===== src/rtl/convolutor_pkg.sv =====
// Shared types and default geometry for the convolutor ROM and its read-side stream reader.
package convolutor_pkg;

    localparam int ROM_WIDTH = 8;
    localparam int ROM_DEPTH = 32;

    typedef enum logic [1:0] {IDLE, RUN, DRAIN, DONE} rd_state_e;

endpackage


===== src/rtl/convolutor_skid_fifo.sv =====
// Purpose: 2-entry FIFO whose head entry drives the stream outputs directly from registers.
// Latency: a pushed word is visible at the head the cycle after the push.
// Backpressure: head holds while pop is low; push and pop together are accepted at any occupancy.
module convolutor_skid_fifo
    import convolutor_pkg::*;
#(
    parameter int WIDTH = ROM_WIDTH
) (
    input  logic             clk,
    input  logic             rst_n,
    input  logic             push,
    input  logic [WIDTH-1:0] push_dat,
    input  logic             pop,
    output logic [WIDTH-1:0] head_dat,
    output logic             head_vld,
    output logic [1:0]       count
);

    logic [WIDTH-1:0] entry0_q;
    logic [WIDTH-1:0] entry1_q;
    logic [1:0]       count_q;
    logic             pop_eff;

    assign pop_eff  = pop && (count_q != 2'd0);
    assign head_dat = entry0_q;
    assign head_vld = (count_q != 2'd0);
    assign count    = count_q;

    always_ff @(posedge clk or negedge rst_n) begin
        if (!rst_n) begin
            entry0_q <= '0;
            entry1_q <= '0;
            count_q  <= 2'd0;
        end else begin
            case ({push, pop_eff})
                2'b10: begin
                    if (count_q == 2'd0)
                        entry0_q <= push_dat;
                    else if (count_q == 2'd1)
                        entry1_q <= push_dat;
                    if (count_q != 2'd2)
                        count_q <= count_q + 2'd1;
                end
                2'b01: begin
                    entry0_q <= entry1_q;
                    count_q  <= count_q - 2'd1;
                end
                2'b11: begin
                    // occupancy is unchanged; the new word lands behind whatever remains
                    if (count_q == 2'd1) begin
                        entry0_q <= push_dat;
                    end else begin
                        entry0_q <= entry1_q;
                        entry1_q <= push_dat;
                    end
                end
                default: ;
            endcase
        end
    end

endmodule


===== src/rtl/convolutor_rom_stream_reader.sv =====
// Purpose: sweeps LEN ROM addresses from BASE (mod DEPTH) and streams the words out valid/ready.
// Latency: first word valid 3 cycles after an accepted start, then one word per cycle.
// Backpressure: reads throttle so FIFO plus in-flight never exceed 2; data_o holds while stalled.
module convolutor_rom_stream_reader
    import convolutor_pkg::*;
#(
    parameter  int WIDTH = ROM_WIDTH,
    parameter  int DEPTH = ROM_DEPTH,
    localparam int ADDRW = $clog2(DEPTH),
    localparam int LENW  = ADDRW + 1
) (
    input  logic             clk,
    input  logic             rst_n,
    input  logic             start_i,
    input  logic [ADDRW-1:0] base_i,
    input  logic [LENW-1:0]  length_i,
    output logic [ADDRW-1:0] read_address_o,
    input  logic [WIDTH-1:0] read_data_i,
    output logic [WIDTH-1:0] data_o,
    output logic             valid_o,
    input  logic             ready_i,
    output logic             busy_o,
    output logic             done_o
);

    rd_state_e        state_q;
    rd_state_e        state_d;
    logic [LENW-1:0]  len_q;
    logic [LENW-1:0]  issued_q;
    logic [LENW-1:0]  delivered_q;
    logic             inflight_q;
    logic [1:0]       fifo_cnt;
    logic [2:0]       occ;
    logic             issue;
    logic             xfer;
    logic             accept;
    logic [ADDRW-1:0] addr_next;

    assign xfer      = valid_o && ready_i;
    assign accept    = (state_q == IDLE) && start_i;
    assign occ       = {1'b0, fifo_cnt} + {2'b00, inflight_q};
    assign addr_next = (read_address_o == ADDRW'(DEPTH - 1)) ? '0 : read_address_o + ADDRW'(1);

    always_comb begin
        state_d = state_q;
        issue   = 1'b0;
        case (state_q)
            IDLE:  if (start_i) state_d = (length_i == '0) ? DONE : RUN;
            RUN: begin
                // a same-cycle pop frees a slot, which keeps the stream at full rate
                issue = (issued_q != len_q) && (occ < (xfer ? 3'd3 : 3'd2));
                if (issued_q == len_q) state_d = DRAIN;
            end
            DRAIN: if ((fifo_cnt == 2'd0) && !inflight_q && (delivered_q == len_q)) state_d = DONE;
            DONE:  state_d = IDLE;
            default: state_d = IDLE;
        endcase
    end

    always_ff @(posedge clk or negedge rst_n) begin
        if (!rst_n) state_q <= IDLE;
        else        state_q <= state_d;
    end

    always_ff @(posedge clk or negedge rst_n) begin
        if (!rst_n) begin
            read_address_o <= '0;
            len_q          <= '0;
            issued_q       <= '0;
            delivered_q    <= '0;
            inflight_q     <= 1'b0;
        end else begin
            inflight_q <= issue;
            if (accept) begin
                len_q       <= length_i;
                issued_q    <= '0;
                delivered_q <= '0;
                if (length_i != '0) read_address_o <= base_i;
            end else begin
                if (issue) begin
                    read_address_o <= addr_next;
                    issued_q       <= issued_q + LENW'(1);
                end
                if (xfer) delivered_q <= delivered_q + LENW'(1);
            end
        end
    end

    convolutor_skid_fifo #(.WIDTH(WIDTH)) u_fifo (
        .clk      (clk),
        .rst_n    (rst_n),
        .push     (inflight_q),
        .push_dat (read_data_i),
        .pop      (ready_i),
        .head_dat (data_o),
        .head_vld (valid_o),
        .count    (fifo_cnt)
    );

    assign busy_o = (state_q == RUN) || (state_q == DRAIN);
    assign done_o = (state_q == DONE);

endmodule


===== config.mk =====
export PLATFORM = sky130hd
export DESIGN_NAME = convolutor_rom_stream_reader
export DESIGN_NICKNAME = d
export VERILOG_FILES = /design/src/rtl/convolutor_pkg.sv /design/src/rtl/convolutor_skid_fifo.sv /design/src/rtl/convolutor_rom_stream_reader.sv
export SDC_FILE = /design/constraint.sdc
export NUM_CORES = 1
export LEC_CHECK = 0
export BUFFER_PORTS_ARGS = -buffer_cell sky130_fd_sc_hd__buf_2
export CAP_MARGIN = 20
export CORE_ASPECT_RATIO = 0.8
export CORE_MARGIN = 5
export CORE_UTILIZATION = 60
export CTS_CLUSTER_DIAMETER = 50
export DETAILED_ROUTE_END_ITERATION = 10
export PLACE_DENSITY = 0.88
export SYNTH_ARGS = -nofsm -noshare
export SYNTH_HDL_FRONTEND = slang
export SYNTH_SLANG_ARGS = --single-unit

===== constraint.sdc =====
create_clock -name clk -period 5.3 [get_ports clk]
set_input_delay 1.06 -clock clk [delete_from_list [all_inputs] [get_ports clk]]
set_output_delay 1.06 -clock clk [all_outputs]
set_load 0.05 [all_outputs]

==> impl_metrics.json <==
{
  "grt_pass1_vias": 2006,
  "synth_area_leaders": "dfrtp_1, ha_1, nand2_1",
  "gp_congestion": 0.818,
  "die_height_um": 67.5,
  "worstSkewPairLatency_ps": 300,
  "synth_top_area_share_pct": 44.4,
  "vdd_drop_max_mv": 0.391,
  "grt_util_all_layers_pct": 22.6,
  "clock_sinks": 44,
  "cp_max_fo": 18,
  "cts_tree": "yes",
  "r2r_setup_slack_ps": 2610,
  "finalSetupTns_ps": 0,
  "hold_buffers": 0,
  "cts_root_buf": "clkbuf_8",
  "dieArea_um2": 5530,
  "path_clk_slew_ps": 80,
  "cts-resized-gates": 0,
  "yosysSeqAreaShare_pct": 44.4,
  "cts.path.max_buffers": 2,
  "grt_remaining_overflow": 0,
  "relSlewSlack_pct": 52.1,
  "worstRegToRegCells": 7,
  "num_antenna_cells": 0,
  "syn_avg_cell_area_um2": 9.81,
  "synth_top_area_cell": "dfrtp_1",
  "wl_per_cell_um": 16.1,
  "rows": 20,
  "finalHoldViolCount": 0,
  "r2r-end": "state_q[1]",
  "antenna_found_initial": 0,
  "period_share_pct": 61.1,
  "drt-pass1-iter-count": 4,
  "maxSlewViolCount": 0,
  "synth_async_sr_flop_share_pct": 100,
  "final_core_util_pct": 72.0,
  "layout-drive-gt1-share_pct": 19.9,
  "setup_viol": 0,
  "grt_max_degree": 45,
  "synth_common_cells": "dfrtp_1, nand2_1, nor2_1",
  "hpwlAfterDp_um": 3920,
  "status": "completed",
  "fp.dieW_um": 81.9,
  "htreeDepth": 2,
  "final_cells": 346,
  "whs_path_depth": 1,
  "rsz0062_at_grt": "no",
  "p_leak_nw": 1.30,
  "maxCapViolations": 0,
  "ys_warn_count": 0,
  "p_total_w": 0.00184,
  "final_nets": 327,
  "synth_nets": 290,
  "tightest_slew_ps": 715,
  "drt-vias-per-instance": 5.84,
  "synthCells": 253,
  "reg2reg_from": "u_fifo.count[0]",
  "start_util_pct": 63.6,
  "power_density_nw_per_um2": 654,
  "place_inst": 337,
  "cp-start-kind": "flop",
  "coreArea_um2": 3900,
  "critPathRequiredTime_ps": 4240,
  "synth_most_common_cell": "dfrtp_1",
  "io_pins": 39,
  "period_minus_slack_ps": 3240,
  "fmax_mhz": 309,
  "post-route-drc-count": 0,
  "cp.arrival_ps": 2180,
  "fin_skew_ps": 5.32,
  "hold_path_startpoint": "u_fifo.entry1_q[6]",
  "critPathKind": "reg2out",
  "whs_ps": 512,
  "post-cts-setup-buffer-count": 0,
  "ant_nets": 0,
  "hold_path.class": "reg2reg",
  "synth_flop_cell": "dfrtp_1",
  "dr.first_iter.drc_count": 187,
  "yosysUniqueCellTypes": 42,
  "vias": 2020,
  "synth_area_um2": 2480,
  "ys_ff_latch": 44,
  "area_growth_pct": 13.2,
  "cts_buffers": 5,
  "totalWireLength_um": 5580,
  "port-buffer-count": 38,
  "worstHoldEndpoint": "u_fifo.entry1_q[6]",
  "synth_edf_count": 0,
  "cp-end-kind": "output pin",
  "grt_pass1_wl_um": 9500
}
==> placed cells by master, fill, tap and decap left out, drive strengths merged, types with 4 or more instances in the layout <==
cell type and instances:
nand2 37, mux2i 11, nand4 4, a21oi 20, nand3 4, mux2 8, dfrtp 44, o211ai 6
clkbuf 8, ha 14, inv 7, o221ai 5, o31ai 4, xor2 11, nor3b 5, buf 39
xnor2 11, nor2 22
==> how the worst max path moves through the flow <==
stage / start / to / slack, ps
detailed placement: u_fifo.count[0] / valid_o / 2440
finish: u_fifo.count[0] / valid_o / 2060
global route: u_fifo.count[1] / valid_o / 1910
floorplan: ready_i / issued_q[5] / 2860
global placement: u_fifo.count[0] / valid_o / 2520
CTS: u_fifo.count[0] / valid_o / 2080
==> layer usage <==
layer  global-route usage [%]  part of all wire (%)  vias to the layer above
li1                         -                     -                      959
met1                     30.6                    46                      976
met2                     35.2                    47                       70
met3                     6.00                   5.1                       15
met4                     8.09                   1.6                        0
met5                        0                     0                        -
==> worst max-delay path, cell delays in order, from the launching register on <==
cell	delay, ps
dfrtp_1	420
inv_1	110
ha_1	580
clkinv_1	450
buf_2	330
==> registers in the layout, indices dropped and copies added, names as in the netlist <==
name	flops
delivered_q	6
inflight_q	1
issued_q	6
len_q	6
read_address_o	5
state_q	2
u_fifo.count	2
u_fifo.entry1_q	8
u_fifo.head_dat	8
==> power by group <==
part | switching (W) | internal (W)
logic | 0.000628 | 0.000361
registers | 0.000156 | 0.000479
clock network | 0.000108 | 0.000106
==> cell families (layout without fill, tap and decap cells) <==
kind of cell               after synthesis  count (layout)  synth area share (%)
and+or+nand+nor                         88              88                  16.4
AOI/OAI and AO/OA                       49              49                  13.5
DFF                                     44              44                  44.4
xor gates and xnor gates                22              22                  7.76
muxes                                   19              19                  8.06
buffers and inverters                   17              55                  2.92
adders and majority gates               14              14                  7.06
==> stage by stage <==
step	setup WS [ps]	area (µm²)
2_1_floorplan	2860	2480
5_1_grt	1910	2810
3_3_place_gp	2520	2700
6_report	2060	2810
3_5_place_dp	2440	2700
4_1_cts	2080	2790
==> cell type report <==
type                    instances  area (µm²)
repair buffers                 39         210
well taps                      55        68.8
clock buffers                   8        90.1
flip-flops and latches         44        1100
multi-input cells             192        1310
inverters                       8        30.0
fillers                       297        1090
Power figures use the tool's default switching activity.
